### config.mk
export PLATFORM = sky130hd
export DESIGN_NAME = uart_rx_word_loader
export DESIGN_NICKNAME = d
export VERILOG_FILES = /design/src/rtl/uart_rx_word_loader.sv
export SDC_FILE = /design/constraint.sdc
export NUM_CORES = 1
export LEC_CHECK = 0
export CAP_MARGIN = 0
export CORE_MARGIN = 3
export CORE_UTILIZATION = 53
export CTS_CLUSTER_DIAMETER = 50
export DETAILED_ROUTE_END_ITERATION = 10
export GPL_TIMING_DRIVEN = 0
export HOLD_SLACK_MARGIN = 0.08
export PLACE_DENSITY = 0.76
export SYNTH_ARGS = -nofsm -noshare
export SYNTH_HDL_FRONTEND = slang
export SYNTH_SLANG_ARGS = --single-unit
### constraint.sdc
create_clock -name clk -period 2.56 [get_ports clk]
set_clock_uncertainty 0.2 [all_clocks]
set_input_delay 0.512 -clock clk [delete_from_list [all_inputs] [get_ports clk]]
set_output_delay 0.512 -clock clk [all_outputs]
set_load 0.005 [all_outputs]
### src/rtl/uart_rx_word_loader.sv
// uart_rx_word_loader: boot-time UART receiver that packs 8N1 bytes into
// little-endian words for a memory-init write port. The session ends on a word
// limit or an idle timeout; a partial word is flushed on timeout.
// Optional feature macro: UART_PARITY_EN (8E1 framing with sticky parity_err).
module uart_rx_word_loader #(
    parameter int BPS_CNT    = 868,
    parameter int WORD_BYTES = 4,
    parameter int ADDR_WIDTH = 14,
    parameter int MAX_WORDS  = 16384,
    parameter int IDLE_BITS  = 1000
) (
    input  logic                    clk,
    input  logic                    reset,
    input  logic                    rx,
    output logic [8*WORD_BYTES-1:0] word_out,
    output logic [ADDR_WIDTH-1:0]   word_addr,
    output logic                    word_valid,
    output logic                    frame_err,
    output logic                    parity_err,
    output logic                    done
);
    localparam int CNT_W  = $clog2(BPS_CNT);
    localparam int LANE_W = (WORD_BYTES > 1) ? $clog2(WORD_BYTES) : 1;
    localparam int IDLE_W = $clog2(IDLE_BITS + 1);
    localparam int IDX_W  = ADDR_WIDTH + 1;
    localparam int WORD_W = 8 * WORD_BYTES;

    localparam logic [CNT_W-1:0]  CNT_LAST  = CNT_W'(BPS_CNT - 1);
    localparam logic [CNT_W-1:0]  CNT_HALF  = CNT_W'(BPS_CNT / 2 - 1);
    localparam logic [LANE_W-1:0] LANE_LAST = LANE_W'(WORD_BYTES - 1);
    localparam logic [IDLE_W-1:0] IDLE_SAT  = IDLE_W'(IDLE_BITS);
    localparam logic [IDX_W-1:0]  IDX_MAX   = IDX_W'(MAX_WORDS);

    typedef enum logic [2:0] {
        S_IDLE   = 3'd0,
        S_START  = 3'd1,
        S_DATA   = 3'd2,
        S_STOP   = 3'd3,
        S_FLUSH  = 3'd4,
        S_DONE   = 3'd5
`ifdef UART_PARITY_EN
        ,S_PARITY = 3'd6
`endif
    } state_t;

`ifdef UART_PARITY_EN
    // Even parity: the parity bit equals the XOR of the eight data bits.
    function automatic logic even_parity(input logic [7:0] b);
        return ^b;
    endfunction
`endif

    state_t              state_q;
    logic                rx_ff1_q, rx_ff2_q, rx_ff3_q;
    logic [CNT_W-1:0]    cnt_q;
    logic [2:0]          bit_q;
    logic [7:0]          shift_q;
    logic [LANE_W-1:0]   lane_q;
    logic [WORD_W-1:0]   asm_q;
    logic [IDX_W-1:0]    idx_q;
    logic [CNT_W-1:0]    idle_cyc_q;
    logic [IDLE_W-1:0]   idle_bits_q;
    logic                got_byte_q;
    logic [WORD_W-1:0]   word_out_q;
    logic [ADDR_WIDTH-1:0] word_addr_q;
    logic                word_valid_q;
    logic                frame_err_q;
    logic                done_q;
    logic                start_edge_s;
    logic                byte_ok_s;
    logic [WORD_W-1:0]   word_d;
`ifdef UART_PARITY_EN
    logic                par_bad_q;
    logic                parity_err_q;
`endif

    assign start_edge_s = rx_ff3_q & ~rx_ff2_q;
`ifdef UART_PARITY_EN
    assign byte_ok_s    = rx_ff2_q & ~par_bad_q;
    assign parity_err   = parity_err_q;
`else
    assign byte_ok_s    = rx_ff2_q;
    assign parity_err   = 1'b0;
`endif
    assign word_out   = word_out_q;
    assign word_addr  = word_addr_q;
    assign word_valid = word_valid_q;
    assign frame_err  = frame_err_q;
    assign done       = done_q;

    // Merge the byte just received into its lane of the word under assembly.
    always_comb begin
        word_d = asm_q;
        word_d[{lane_q, 3'b000} +: 8] = shift_q;
    end

    // Three-stage synchroniser on the asynchronous rx line, idling high.
    always_ff @(posedge clk) begin
        if (reset) begin
            rx_ff1_q <= 1'b1;
            rx_ff2_q <= 1'b1;
            rx_ff3_q <= 1'b1;
        end else begin
            rx_ff1_q <= rx;
            rx_ff2_q <= rx_ff1_q;
            rx_ff3_q <= rx_ff2_q;
        end
    end

    // Receive FSM: framing, byte packing, word strobes and session end.
    always_ff @(posedge clk) begin
        if (reset) begin
            state_q      <= S_IDLE;
            cnt_q        <= '0;
            bit_q        <= 3'd0;
            shift_q      <= 8'h00;
            lane_q       <= '0;
            asm_q        <= '0;
            idx_q        <= '0;
            idle_cyc_q   <= '0;
            idle_bits_q  <= '0;
            got_byte_q   <= 1'b0;
            word_out_q   <= '0;
            word_addr_q  <= '0;
            word_valid_q <= 1'b0;
            frame_err_q  <= 1'b0;
            done_q       <= 1'b0;
`ifdef UART_PARITY_EN
            par_bad_q    <= 1'b0;
            parity_err_q <= 1'b0;
`endif
        end else begin
            // A strobe lasts one cycle; the word index advances as it retires.
            if (word_valid_q) begin
                word_valid_q <= 1'b0;
                idx_q        <= idx_q + IDX_W'(1);
            end
            case (state_q)
                S_IDLE: begin
                    if (word_valid_q && ((idx_q + IDX_W'(1)) == IDX_MAX)) begin
                        state_q <= S_DONE;
                        done_q  <= 1'b1;
                    end else if (idle_bits_q == IDLE_SAT) begin
                        // Timeout has priority over a simultaneous start edge.
                        if (lane_q != {LANE_W{1'b0}}) begin
                            state_q <= S_FLUSH;
                        end else begin
                            state_q <= S_DONE;
                            done_q  <= 1'b1;
                        end
                    end else if (start_edge_s) begin
                        state_q     <= S_START;
                        cnt_q       <= '0;
                        idle_cyc_q  <= '0;
                        idle_bits_q <= '0;
                    end else if (got_byte_q) begin
                        if (idle_cyc_q == CNT_LAST) begin
                            idle_cyc_q  <= '0;
                            idle_bits_q <= idle_bits_q + IDLE_W'(1);
                        end else begin
                            idle_cyc_q <= idle_cyc_q + CNT_W'(1);
                        end
                    end
                end
                S_START: begin
                    if (cnt_q == CNT_HALF) begin
                        cnt_q <= '0;
                        bit_q <= 3'd0;
                        // A high mid-start sample is a glitch, not a frame.
                        state_q <= rx_ff2_q ? S_IDLE : S_DATA;
                    end else begin
                        cnt_q <= cnt_q + CNT_W'(1);
                    end
                end
                S_DATA: begin
                    if (cnt_q == CNT_LAST) begin
                        cnt_q   <= '0;
                        shift_q <= {rx_ff2_q, shift_q[7:1]};
                        bit_q   <= bit_q + 3'd1;
                        if (bit_q == 3'd7) begin
`ifdef UART_PARITY_EN
                            state_q <= S_PARITY;
`else
                            state_q <= S_STOP;
`endif
                        end
                    end else begin
                        cnt_q <= cnt_q + CNT_W'(1);
                    end
                end
`ifdef UART_PARITY_EN
                S_PARITY: begin
                    if (cnt_q == CNT_LAST) begin
                        cnt_q     <= '0;
                        par_bad_q <= (rx_ff2_q != even_parity(shift_q));
                        state_q   <= S_STOP;
                    end else begin
                        cnt_q <= cnt_q + CNT_W'(1);
                    end
                end
`endif
                S_STOP: begin
                    if (cnt_q == CNT_LAST) begin
                        cnt_q   <= '0;
                        state_q <= S_IDLE;
                        if (!rx_ff2_q) begin
                            frame_err_q <= 1'b1;
                        end
`ifdef UART_PARITY_EN
                        if (par_bad_q) begin
                            parity_err_q <= 1'b1;
                        end
`endif
                        if (byte_ok_s) begin
                            got_byte_q <= 1'b1;
                            if (lane_q == LANE_LAST) begin
                                word_out_q   <= word_d;
                                word_addr_q  <= idx_q[ADDR_WIDTH-1:0];
                                word_valid_q <= 1'b1;
                                lane_q       <= '0;
                                asm_q        <= '0;
                            end else begin
                                asm_q  <= word_d;
                                lane_q <= lane_q + LANE_W'(1);
                            end
                        end
                    end else begin
                        cnt_q <= cnt_q + CNT_W'(1);
                    end
                end
                S_FLUSH: begin
                    // Unfilled upper lanes are already zero in the assembler.
                    word_out_q   <= asm_q;
                    word_addr_q  <= idx_q[ADDR_WIDTH-1:0];
                    word_valid_q <= 1'b1;
                    lane_q       <= '0;
                    asm_q        <= '0;
                    state_q      <= S_DONE;
                end
                S_DONE: begin
                    done_q <= 1'b1;
                end
                default: begin
                    state_q <= S_IDLE;
                end
            endcase
        end
    end
endmodule

==> results.json <==
{
  "relSlewSlack_pct": 49.1,
  "multi_input_area_sq_um": 4160,
  "nFillCells": 990,
  "p_sw_share_pct": 21.2,
  "crit_type": "register to register",
  "clk-insertion-delay-late_ps": 430,
  "wl_per_cell_microns": 17.6,
  "vias": 6974,
  "seq_power_share_pct": 44.9,
  "drtAntennaViolNets": 0,
  "dieArea_sq_um": 14800,
  "crit_fanout": 10,
  "synth.distinct_cells": 76,
  "setup_viol": 4,
  "htreeDepth": 4,
  "yosys_warnings": 0,
  "drive_gt1_share_pct": 17.9,
  "drt_iter0_drc": 678,
  "dp_hpwl_mm": 12.3,
  "synthArstFlopShare_pct": 0,
  "final_max_slew_viol_count": 0,
  "cts_tree": "yes",
  "cp_data_required_time_ps": 2680,
  "reg2reg_depth": 9,
  "cts_buffer_depth": 2,
  "r2r-start": "idle_cyc_q[1]$_SDFFE_PP0P_",
  "clk_pin_slew_ps": 60,
  "rsz0062_at_grt": "yes",
  "area_delta_synth_final_pct": 29.3,
  "crit_path_start_kind": "register",
  "cap_viol_max_count": 0,
  "placement.io_buffers": 51,
  "max-vdd-ir-drop_v": 0.000493,
  "regArea_sq_um": 2950,
  "hp-class": "register to register",
  "syn_area_sq_um": 7100,
  "synthFlopType": "dfxtp_1",
  "clkPwrFrac_pct": 51.4,
  "worstHoldStart": "rx_ff1_q$_SDFF_PP1_",
  "syn_inst": 871,
  "seq_area_frac_synth_pct": 41.2,
  "timing.final.ws_setup_ps": -15.4,
  "hold_ws_ps": 207,
  "place_congestion": 0.853,
  "synth_top_area_share_pct": 41.2,
  "r2r_end": "idle_bits_q[6]$_SDFFE_PP0P_",
  "synth_nets": 889,
  "powerDensity_nw_per_um2": 556,
  "power.internal_w": 0.00402,
  "ys_ff_latch": 146,
  "antenna_found_initial": 0,
  "leakage_nw": 3.44,
  "hold_end": "byte_ok_s$_SDFF_PP1_",
  "top_usage_layer": "met2",
  "grt_pass1_vias": 6236,
  "start_util_pct": 55.1,
  "pin_count": 53,
  "p_comb_share_pct": 3.7,
  "hold_violations": 0,
  "dieWidth_microns": 122,
  "root_buffer": "clkbuf_16",
  "grtUsageMet3_pct": 5.48,
  "synth-edff-count": 0,
  "grt_util_met1_pct": 33.7,
  "die_height_microns": 122,
  "status": "finished, violations left",
  "grt_max_degree": 17,
  "hold_path_depth": 1,
  "ff2ff_setup_slack_ps": -20,
  "period_share_pct": 101,
  "avgViaCountPerCell": 6.02,
  "grt_pass1_wl_mm": 30.6,
  "switchingPower_w": 0.00108,
  "coreArea_sq_um": 12900,
  "instances_no_fill": 1159,
  "syn_area_per_cell_sq_um": 8.15,
  "dpl_worst_slack_ps": -415,
  "place_inst": 1094,
  "routed_wl_mm": 20.4,
  "cts_made_buffers": 17,
  "max_freq_mhz": 388,
  "yosysMostFrequentCell": "dfxtp_1",
  "ys_top_cells_by_area": "dfxtp_1, a21oi_1, nand2_1",
  "track_usage_pct": 25.9,
  "cts_hold_buf": 0,
  "globalRouteOverflowTotal": 0,
  "tightest_slew_ps": 764,
  "synth_commonest_cells": "dfxtp_1, a21oi_1, nand2_1, nor2_1, nor3_1",
  "nets": 992,
  "drc": 0,
  "clock-sinks": 146,
  "rows": 41,
  "crit_path_end_kind": "register",
  "worstPathArrival_ps": 2690,
  "period_needed_ps": 2580,
  "synth_top_area_cell": "dfxtp_1",
  "drtPass1Iterations": 5,
  "diodes": 0,
  "failed_checks": "setup timing",
  "use_met2_pct": 41.7
}
==> sequential cells by signal, indices dropped and copies added (netlist names), 2 cells and up <==
name / count
asm_q: 32
word_out: 32
idx_q: 15
word_addr: 14
cnt_q: 10
idle_bits_q: 10
idle_cyc_q: 10
shift_q: 8
bit_q: 3
state_q: 3
lane_q: 2
==> routing by layer <==
metal	wire, microns	vias up
met1	8820	3327
met2	9780	267
met5	0	-
li1	-	3336
met4	471	0
met3	1340	44
==> power groups by stage <==
stage / clock network, W / logic (W) / registers [W]
detailed placement: 0 / 0.000165 / 0.00235
finish: 0.00262 / 0.000187 / 0.00229
floorplan: 0 / 0.000117 / 0.00234
global route: 0.00273 / 0.000204 / 0.00229
global placement: 0 / 0.000160 / 0.00235
CTS: 0.00265 / 0.000174 / 0.00229
==> cells in the final DEF (no fill, tap or decap), types with 6 or more instances in the layout <==
cell / n
dfxtp_1: 133
a21oi_1: 103
nand2_1: 99
nor2_1: 98
clkdlybuf4s50_1: 51
nor3_1: 43
o211ai_1: 33
buf_4: 33
clkbuf_1: 31
nor2b_1: 27
buf_6: 19
nand3_1: 18
clkbuf_16: 17
and3_1: 15
o21ai_0: 14
ha_1: 12
inv_1: 11
mux2i_1: 10
xnor2_1: 9
dfxtp_2: 9
a22oi_1: 8
xor2_1: 8
nand4_1: 7
o2bb2ai_1: 7
a221oi_2: 7
a32o_1: 6
==> worst max-delay path, cell delays in order, from the launching register on <==
cell and delay (ps):
dfxtp_4 370, ha_4 160, nand2b_4 50, or4_4 420, o31a_1 340, nor3_2 210
o21ai_4 120, buf_6 160, o21bai_1 150, a32o_1 270
==> kinds of logic (layout without fill, tap and decap cells) <==
kind of cell | Yosys count | count (layout) | synth area share (%)
buffers and inverters | 76 | 192 | 4.64
XOR/XNOR | 17 | 17 | 2.10
flip-flops | 146 | 146 | 41.2
AO/OA/AOI/OAI | 230 | 230 | 21.4
AND/OR/NAND/NOR | 375 | 375 | 26.4
adder cells (fa/ha/maj) | 15 | 15 | 2.64
multiplexers | 11 | 11 | 1.62
other | 1 | 1 | 0.0528
==> how the worst max path moves through the flow <==
stage,slack (ps),from,end,depth (start not counted)
3_5_place_dp,-410,idx_q[0]$_SDFFE_PP0P_,idle_bits_q[1]$_SDFFE_PP0P_,10
2_1_floorplan,3,idx_q[0]$_SDFFE_PP0P_,cnt_q[5]$_SDFFE_PP0P_,10
6_report,-20,idle_cyc_q[1]$_SDFFE_PP0P_,idle_bits_q[6]$_SDFFE_PP0P_,9
4_1_cts,-10,idx_q[8]$_SDFFE_PP0P_,idle_bits_q[8]$_SDFFE_PP0P_,9
3_3_place_gp,-330,idx_q[0]$_SDFFE_PP0P_,idle_bits_q[1]$_SDFFE_PP0P_,10
5_1_grt,-110,state_q[2]$_SDFFE_PP0P_,idle_cyc_q[6]$_SDFFE_PP0P_,8
==> layout make-up <==
type                       count  share of cell area [%]
inverter                      12                   0.491
tap                          172                    2.35
clock inverter                10                    1.70
clock buffer                  22                    5.06
buffer                        60                    4.09
sequential                   146                    32.1
timing repair buffer          88                    8.82
multi-input combinational    649                    45.4
==> per-stage QoR <==
step / instance area (sq um) / utilization, % / total power [W] / setup TNS (ps)
after global routing: 9180 / 71.3 / 0.00523 / -1500
after CTS: 8740 / 67.9 / 0.00512 / -12.2
final: 9180 / 71.3 / 0.00510 / -40.6
after detailed placement: 7830 / 60.8 / 0.00251 / -24620
after floorplan: 7100 / - / 0.00246 / 0
after global placement: 7830 / 60.8 / 0.00251 / -21810
==> timing repair <==
action / 4_1_cts / 5_1_grt
gates resized for setup: 49 / 87
pin swaps: 14 / 17
cloned: 1 / 3
endpoints found under the setup margin: 104 / 117
setup buffers: 14 / 19
Note: power is estimated with default switching activity, not from simulation.
